[src/rtl/chess_pkg.sv]
// Shared types and helpers for the two-player chess clock.
// Holds the FSM state encoding, the player constants and a saturating adder.
package chess_pkg;

  typedef enum logic [1:0] {
    ST_IDLE   = 2'd0,
    ST_RUN    = 2'd1,
    ST_PAUSED = 2'd2,
    ST_FLAG   = 2'd3
  } state_e;

  localparam logic WHITE = 1'b0;
  localparam logic BLACK = 1'b1;

  // Adds with a 33-bit intermediate so callers up to 32 bits never wrap.
  function automatic logic [31:0] sat_add(input logic [31:0] a,
                                          input logic [31:0] b,
                                          input logic [31:0] max_v);
    logic [32:0] sum;
    sum = {1'b0, a} + {1'b0, b};
    if (sum > {1'b0, max_v}) return max_v;
    return sum[31:0];
  endfunction

endpackage

[src/rtl/chess_tick_gen.sv]
// Countdown prescaler: counts 0..DIV-1 while enabled and emits a one-cycle tick
// on the terminal count. Clear has priority and returns the count to zero.
module chess_tick_gen #(
  parameter int DIV = 10
) (
  input  logic clk,
  input  logic rst,
  input  logic en_i,
  input  logic clr_i,
  output logic tick_o
);

  localparam int CW = $clog2(DIV);
  localparam logic [CW-1:0] LAST = CW'(DIV - 1);

  logic [CW-1:0] cnt_q, cnt_d;

  always_comb begin
    cnt_d = cnt_q;
    if (clr_i) cnt_d = '0;
    else if (en_i) cnt_d = (cnt_q == LAST) ? '0 : cnt_q + CW'(1);
  end

  // The tick is not masked by clear: a press on the tick cycle still sees it.
  assign tick_o = en_i && (cnt_q == LAST);

  always_ff @(posedge clk or negedge rst) begin
    if (!rst) cnt_q <= '0;
    else      cnt_q <= cnt_d;
  end

endmodule

[src/rtl/chess_clock.sv]
// Two-player chess clock: counts down the side to move, applies a Fischer
// increment on each move, supports pause/resume and flags expired time.
module chess_clock
  import chess_pkg::*;
#(
  parameter int CLK_HZ    = 100000000,
  parameter int TICK_HZ   = 10,
  parameter int TIME_W    = 16,
  parameter int INIT_TIME = 3000,
  parameter int INIT_INC  = 20
) (
  input  logic              clk,
  input  logic              rst,
  input  logic              cfg_load,
  input  logic [TIME_W-1:0] cfg_time,
  input  logic [TIME_W-1:0] cfg_inc,
  input  logic              start,
  input  logic              pause,
  input  logic              press_w,
  input  logic              press_b,
  output logic [TIME_W-1:0] time_w,
  output logic [TIME_W-1:0] time_b,
  output logic              turn,
  output logic              running,
  output logic              flag_w,
  output logic              flag_b,
  output state_e            state_dbg
);

  localparam int DIV = CLK_HZ / TICK_HZ;
  localparam logic [TIME_W-1:0] T_MAX = '1;

  state_e            state_q, state_d;
  logic [TIME_W-1:0] time_w_q, time_w_d, time_b_q, time_b_d, inc_q, inc_d;
  logic              turn_q, turn_d, flag_w_q, flag_w_d, flag_b_q, flag_b_d;
  logic              running_q, running_d;
  logic              tick, presc_en, presc_clr;
  logic [TIME_W-1:0] act_time, act_dec, act_inc;
  logic              press_act, expire;

  // The prescaler freezes on the pause cycle so the held phase resumes intact.
  assign presc_en = (state_q == ST_RUN) && !pause;

  chess_tick_gen #(.DIV(DIV)) u_tick_gen (
    .clk    (clk),
    .rst    (rst),
    .en_i   (presc_en),
    .clr_i  (presc_clr),
    .tick_o (tick)
  );

  assign act_time  = (turn_q == BLACK) ? time_b_q : time_w_q;
  assign press_act = (turn_q == BLACK) ? press_b : press_w;
  assign act_dec   = tick ? act_time - TIME_W'(1) : act_time;
  assign expire    = tick && (act_time <= TIME_W'(1));
  assign act_inc   = TIME_W'(sat_add(32'(act_dec), 32'(inc_q), 32'(T_MAX)));

  always_ff @(posedge clk or negedge rst) begin
    if (!rst) state_q <= ST_IDLE;
    else      state_q <= state_d;
  end

  always_comb begin
    state_d = state_q;
    unique case (state_q)
      ST_IDLE:   if (start) state_d = (act_time == '0) ? ST_FLAG : ST_RUN;
      ST_RUN: begin
        if (expire)     state_d = ST_FLAG;
        else if (pause) state_d = ST_PAUSED;
      end
      ST_PAUSED: if (start) state_d = (act_time == '0) ? ST_FLAG : ST_RUN;
      ST_FLAG:   if (cfg_load) state_d = ST_IDLE;
      default:   state_d = ST_IDLE;
    endcase
  end

  always_comb begin
    time_w_d  = time_w_q;
    time_b_d  = time_b_q;
    inc_d     = inc_q;
    turn_d    = turn_q;
    flag_w_d  = flag_w_q;
    flag_b_d  = flag_b_q;
    presc_clr = 1'b0;
    unique case (state_q)
      ST_IDLE, ST_FLAG: begin
        if (cfg_load) begin
          time_w_d = cfg_time;
          time_b_d = cfg_time;
          inc_d    = cfg_inc;
          turn_d   = WHITE;
          flag_w_d = 1'b0;
          flag_b_d = 1'b0;
        end
        if (state_q == ST_IDLE && start) begin
          presc_clr = 1'b1;
          if (act_time == '0) begin
            if (turn_q == BLACK) flag_b_d = 1'b1;
            else                 flag_w_d = 1'b1;
          end
        end
      end
      ST_RUN: begin
        // Expiry beats a simultaneous press: no increment, no turn change.
        if (expire) begin
          if (turn_q == BLACK) begin time_b_d = '0; flag_b_d = 1'b1; end
          else                 begin time_w_d = '0; flag_w_d = 1'b1; end
        end else begin
          if (turn_q == BLACK) time_b_d = press_act ? act_inc : act_dec;
          else                 time_w_d = press_act ? act_inc : act_dec;
          if (press_act) begin
            turn_d    = ~turn_q;
            presc_clr = 1'b1;
          end
        end
      end
      ST_PAUSED: begin
        if (start && act_time == '0) begin
          if (turn_q == BLACK) flag_b_d = 1'b1;
          else                 flag_w_d = 1'b1;
        end
      end
      default: ;
    endcase
  end

  always_comb begin
    running_d = (state_d == ST_RUN);
  end

  always_ff @(posedge clk or negedge rst) begin
    if (!rst) begin
      time_w_q  <= TIME_W'(INIT_TIME);
      time_b_q  <= TIME_W'(INIT_TIME);
      inc_q     <= TIME_W'(INIT_INC);
      turn_q    <= WHITE;
      flag_w_q  <= 1'b0;
      flag_b_q  <= 1'b0;
      running_q <= 1'b0;
    end else begin
      time_w_q  <= time_w_d;
      time_b_q  <= time_b_d;
      inc_q     <= inc_d;
      turn_q    <= turn_d;
      flag_w_q  <= flag_w_d;
      flag_b_q  <= flag_b_d;
      running_q <= running_d;
    end
  end

  assign time_w    = time_w_q;
  assign time_b    = time_b_q;
  assign turn      = turn_q;
  assign running   = running_q;
  assign flag_w    = flag_w_q;
  assign flag_b    = flag_b_q;
  assign state_dbg = state_q;

endmodule

[config.mk]
export PLATFORM = sky130hd
export DESIGN_NAME = chess_clock
export DESIGN_NICKNAME = d
export VERILOG_FILES = /design/src/rtl/chess_pkg.sv /design/src/rtl/chess_tick_gen.sv /design/src/rtl/chess_clock.sv
export SDC_FILE = /design/constraint.sdc
export NUM_CORES = 1
export LEC_CHECK = 0
export CAP_MARGIN = 10
export CELL_PAD_IN_SITES_DETAIL_PLACEMENT = 1
export CELL_PAD_IN_SITES_GLOBAL_PLACEMENT = 2
export CORE_UTILIZATION = 34
export DETAILED_ROUTE_END_ITERATION = 8
export PLACE_DENSITY_LB_ADDON = 0.1
export RECOVER_POWER = 100
export REMOVE_ABC_BUFFERS = 1
export SETUP_SLACK_MARGIN = 0.5
export SLEW_MARGIN = 15
export SYNTH_ARGS = -nofsm -noshare
export SYNTH_HDL_FRONTEND = slang
export SYNTH_HIERARCHICAL = 1
export SYNTH_SLANG_ARGS = --single-unit
[constraint.sdc]
create_clock -name clk -period 5.2 [get_ports clk]
set_input_delay 1.56 -clock clk [delete_from_list [all_inputs] [get_ports clk]]
set_output_delay 1.56 -clock clk [all_outputs]
set_load 0.05 [all_outputs]
**After elaboration in Yosys (flattened, before gate mapping)**

Cells that the tools add are included.

- Register bits after elaboration: 78
- Input bits: 39
- Output and inout port bits: 38
- Word-level logic and storage cells: 93

- $add $sub $neg: 3
- Order comparisons: 2
- Equality and inequality tests: 12
- Multiplexer cells: 49
- Bitwise gates (word level): 1
- Reductions and logical operators: 17

Operators by type and width:

| cell | count |
|---|---|
| $mux 16 | 12 |
| $mux 24 | 3 |
| $pmux 16 s2 | 2 |
| $add 24x1->24 const B | 1 |
| $eq 24x24->1 const B | 1 |
| $mux 1 | 22 |
| $add 16x16->17 | 1 |
| $gt 17x16->1 const B | 1 |
| $le 16x1->1 const B | 1 |
| $logic_not 16->1 | 1 |
| $sub 16x1->16 const B | 1 |
| $ne 2x2->1 const B | 7 |
| $mux 2 | 5 |
| $pmux 1 s3 | 2 |
| $pmux 2 s3 | 1 |
| $reduce_and 3->1 | 2 |
| $logic_and 1x1->1 | 5 |
| $eq 2x1->1 const B | 2 |
| $eq 2x2->1 const B | 2 |
| $pmux 1 s2 | 2 |
| $reduce_and 2->1 | 2 |
| $reduce_and 4->1 | 1 |
| $reduce_bool 2->1 | 2 |
| $reduce_or 2->1 | 2 |
| 3 further kinds | 3 |

**Depth between registers and ports, before layout**

- Word-level depth: 12
- Depth in mapped cells: 21
- Depth with buffers taken out: 17

**By module**

Netlist, hierarchy kept.

Modules (own cells, without submodules):

| module | instances | cells each | area an instance (µm²) | sequential area each (µm²) |
|---|---|---|---|---|
| chess_clock | 1 | 462 | 4,211.5 | 1,371.3 |
| chess_tick_gen | 1 | 156 | 1,381.3 | 600.6 |

**Worst setup path after synthesis**

No wires, ideal clock.

- Kind: input port to flip-flop
- Start point: in pause
- End point: reg time_w_q[6] (netlist: time_w[6])
- Library setup time: 141 ps
- Arrival: 4,842 ps
- Required time: 5,059 ps
- Setup slack: 217 ps
- Stages on the path: 18
- Buffers on the path: 3
- Path through: nor2b_1 -> nand4_1 -> nand4b_1 -> nor2_1 -> clkbuf_1 -> o211ai_2 -> nor2_2 -> nand4_1 -> xnor2_1 -> ha_1 -> clkbuf_1 -> a21oi_1 -> o211ai_1 -> a21oi_1 -> o21ai_1 -> buf_2 -> o22ai_1 -> o221ai_1

- Longest elaborated chain between the ends: 12
- Elaborated cells on any way between the ends: 13
- Those cells by class: 1 x add/sub; 1 x order compare; 7 x mux; 4 x reduce/logical

Ends and longest elaborated chain:

| what | RTL line | text |
|---|---|---|
| start, declared | chess_clock.sv:18 | `input logic pause,` |
| $logic_not 1->1 * | chess_clock.sv:42 | `assign presc_en = (state_q == ST_RUN) && !pause;` |
| $logic_and 1x1->1 * | chess_clock.sv:42 |  |
| $logic_and 1x1->1 * | chess_tick_gen.sv:25 | `assign tick_o = en_i && (cnt_q == LAST);` |
| via tick | chess_clock.sv:37 | `logic tick, presc_en, presc_clr;` |
| $mux 16 | chess_clock.sv:54 | `assign act_dec = tick ? act_time - TIME_W'(1) : act_time;` |
| $add 16x16->17 | chess_pkg.sv:20 | `sum = {1'b0, a} + {1'b0, b};` |
| $gt 17x16->1 | chess_pkg.sv:21 | `if (sum > {1'b0, max_v}) return max_v;` |
| $mux 1 | chess_pkg.sv:21 |  |
| $mux 16 | chess_pkg.sv:22 | `return sum[31:0];` |
| $mux 16 | chess_clock.sv:110 | `else time_w_d = press_act ? act_inc : act_dec;` |
| $mux 16 | chess_clock.sv:109 | `if (turn_q == BLACK) time_b_d = press_act ? act_inc : act_dec;` |
| $mux 16 * | chess_clock.sv:105 | `if (expire) begin` |
| $pmux 16 s2 * | chess_clock.sv:85 | `unique case (state_q)` |
| end signal, assigned | chess_clock.sv:133 | `time_w_q <= TIME_W'(INIT_TIME);` |
| end signal, assigned | chess_clock.sv:141 | `time_w_q <= time_w_d;` |
| end, declared | chess_clock.sv:34 | `logic [TIME_W-1:0] time_w_q, time_w_d, time_b_q, time_b_d, inc_q, inc_d;` |

Mark *: on every way through the listed nets, which the timed path passes. The rest lies on a longest branch. The select of a mux whose other input is x is not followed.
A chain may end at the register's enable or synchronous reset.

**Final worst setup path**

- Start point: in pause
- End point: reg time_w_q[15] (netlist: time_w[15])

- Longest elaborated chain between the ends: 12
- Elaborated cells on any way between the ends: 13
- Those cells by class: 1 x add/sub; 1 x order compare; 7 x mux; 4 x reduce/logical

Ends and longest elaborated chain:

| what | RTL line |
|---|---|
| $logic_not 1->1 * | chess_clock.sv:42 |
| $logic_and 1x1->1 * | chess_clock.sv:42 |
| via presc_en | chess_clock.sv:37 |
| $logic_and 1x1->1 * | chess_tick_gen.sv:25 |
| via tick | chess_clock.sv:37 |
| $mux 16 | chess_clock.sv:54 |
| $add 16x16->17 | chess_pkg.sv:20 |
| $gt 17x16->1 | chess_pkg.sv:21 |
| $mux 1 | chess_pkg.sv:21 |
| $mux 16 | chess_pkg.sv:22 |
| $mux 16 | chess_clock.sv:110 |
| $mux 16 | chess_clock.sv:109 |
| $mux 16 * | chess_clock.sv:105 |
| $pmux 16 s2 * | chess_clock.sv:85 |

Marked as above.

==> impl_metrics.tcl <==
set metrics [dict create \
    cap_violations 1 \
    grt_usage 0.237 \
    setup_viol 0 \
    synth_cell_types 75 \
    critPathCaptureType "register" \
    synth_edf_count 0 \
    status "complete, but fails checks" \
    gp_congestion 0.868 \
    cts_root_buf "clkbuf_16" \
    critPathArrivalTime_ps 4940 \
    finClkSkew_ps 9.34 \
    fin_util 0.489 \
    worstPathRequired_ps 5420 \
    areaGrowthSynthToFinish_pct 39.3 \
    violations "capacitance limit, slew limit" \
    min_period_ps 4720 \
    drc 0 \
    grt_pass1_wl_um 30600 \
    synthMostInstantiatedCell "dfrtp_1" \
    fin_nets 826 \
    cts_buffer_depth 2 \
    grt_pass1_vias 5610 \
    netlist_area_um2 5590 \
    numCtsBuffers 9 \
    clock_latency_ps 350 \
    clkSinkCount 78 \
    num_vias 5490 \
    synth_top_area_frac 0.277 \
    ctsHtreeMaxLevel 3 \
    antenna_cells 0 \
    overflow 0 \
    synth_area_per_cell_um2 9.05 \
    coreArea_um2 15900 \
    hold_violations 0 \
    grt_max_degree 79 \
    max_freq_mhz 212 \
    yosysWarnings 6 \
    yosys_most_used_dff "dfrtp_1" \
    hp-class "reg -> reg" \
    min_period_over_period 0.907 \
    antenna_found_initial 0 \
    worst_pin_slew_ps 2020 \
    routedWlPerCell_um 20.0 \
    ys_top_cells_by_count "dfrtp_1, nand2_1, nor2_1" \
    syn_inst 618 \
    cts_tree "built" \
    rows 46 \
    drtIter0Drc 339 \
    critPathKind "in -> reg" \
    multiInputGateArea_um2 3800 \
    initial_core_util 0.351 \
    timing.slew.headroom -0.345 \
    layout-drive-gt1-share 0.257 \
    wirelength_um 19600 \
    ys_seq_area_frac 0.353 \
    die_w_um 130 \
    grt_setup_unrepaired "no" \
    cp-start-kind "primary input" \
    async_flop_share 1.00 \
    ios 77 \
    numPortBuffers 76 \
    slew_viol_final 79 \
    synth_seq_cells 78 \
    fillers 1808 \
    clk_pin_slew_ps 70 \
    worstPathMaxFanout 4 \
    vias_per_cell 5.59 \
    die_y_um 130 \
    postRouteAntennaNets 0 \
    yosys.area.top_type "dfrtp_1" \
    hpwl_um 14500 \
    ctsHoldBuffers 0 \
    final-seq-area_um2 1970 \
    drt_first_pass_iters 5 \
    synth_area_leaders "dfrtp_1, dfstp_2, ha_1, xnor2_1, mux2_2" \
    dieArea_um2 17000 \
]
[stage by stage]
stage                     instance area (um2)  hold slack [ps]  worst slack, ps  cells  setup TNS, ps
after global placement                   7010              479             -285    951          -2160
after floorplan                          5460              487             -181    590          -3420
final                                    7790              495              481    982              0
after detailed placement                 7010              488             -420    951          -7130
after CTS                                7540              507              479    973              0
after global routing                     7790              525              261    982              0
[sequential cells by signal (all words and copies together) (netlist names)]
register and count:
state_dbg 2, inc_q 16, time_w 16, time_b 16, flag_b 1, flag_w 1, u_tick_gen/cnt_q 24, turn 1
running 1
[layout by cell type, fill, tap and decap left out, types with 17 or more instances in the layout]
cell,Yosys,final
nand2_1,48,48
ha_1,25,21
a21oi_1,38,32
inv_1,22,22
o21ai_0,33,31
buf_4,1,73
dlygate4sd3_1,0,39
dfrtp_1,62,61
nand2b_1,22,22
mux2_2,17,17
clkdlybuf4s50_1,0,35
xnor2_1,23,17
mux2i_1,19,18
nor2_1,48,46
[area by class of cell]
| type | count | area share |
|---|---|---|
| Clock buffer | 9 | 0.0289 |
| Clock inverter | 7 | 0.00932 |
| Inverter | 22 | 0.0106 |
| Multi-Input combinational cell | 490 | 0.488 |
| Sequential cell | 78 | 0.253 |
| Tap cell | 216 | 0.0347 |
| Timing Repair Buffer | 160 | 0.175 |
[logic make-up (layout without fill, tap and decap cells)]
kind of cell             Yosys count  count (layout)  synth area share
XOR/XNOR                          28              28            0.0438
AO/OA/AOI/OAI                    170             170             0.202
multiplexers                      39              39            0.0758
AND/OR/NAND/NOR                  227             227             0.228
adder cells (fa/ha/maj)           26              26            0.0595
flip-flops                        78              78             0.353
buffers and inverters             50             198            0.0391
[worst paths after layout]
kind	slack, ps	start	cells after the start	end
worst max-delay path	480	pause	18	time_w[15]
worst min-delay path	490	flag_b	1	flag_b
worst max register to register	840	turn	13	time_b[13]
worst min register to register	490	flag_b	1	flag_b
max in group asynchronous	2120	rst	1	turn
min in group asynchronous	1780	rst	1	state_dbg[0]
[layer usage]
metal,wire [um],vias to the layer above,global-route usage
met5,0,-,0
met3,573,15,0.0258
met4,210,0,0.0657
met2,9510,108,0.396
met1,9300,2767,0.323
li1,-,2600,-
[worst max-delay path, stage by stage]
cell      delay, ps
buf_6           100
nor2b_4         110
nand4_1         130
nand4b_1        220
nor2_1          200
clkbuf_1        270
clkbuf_1        200
nand2_1         110
xor2_2          220
ha_2            350
o211ai_1        170
o21a_1          230
a211oi_1        100
buf_4           160
o32ai_4         300
buf_4           180
mux2i_4         230
o31ai_1          90
[repair_timing]
action | CTS | global route
pin swaps | 16 | 27
setup buffers | 6 | 9
gates resized for setup | 32 | 47
endpoints found under the setup margin | 36 | 35
Power is left out: the tool's default activity adds up to more than one toggle a clock period on the data nets, which glitch-free logic cannot reach.
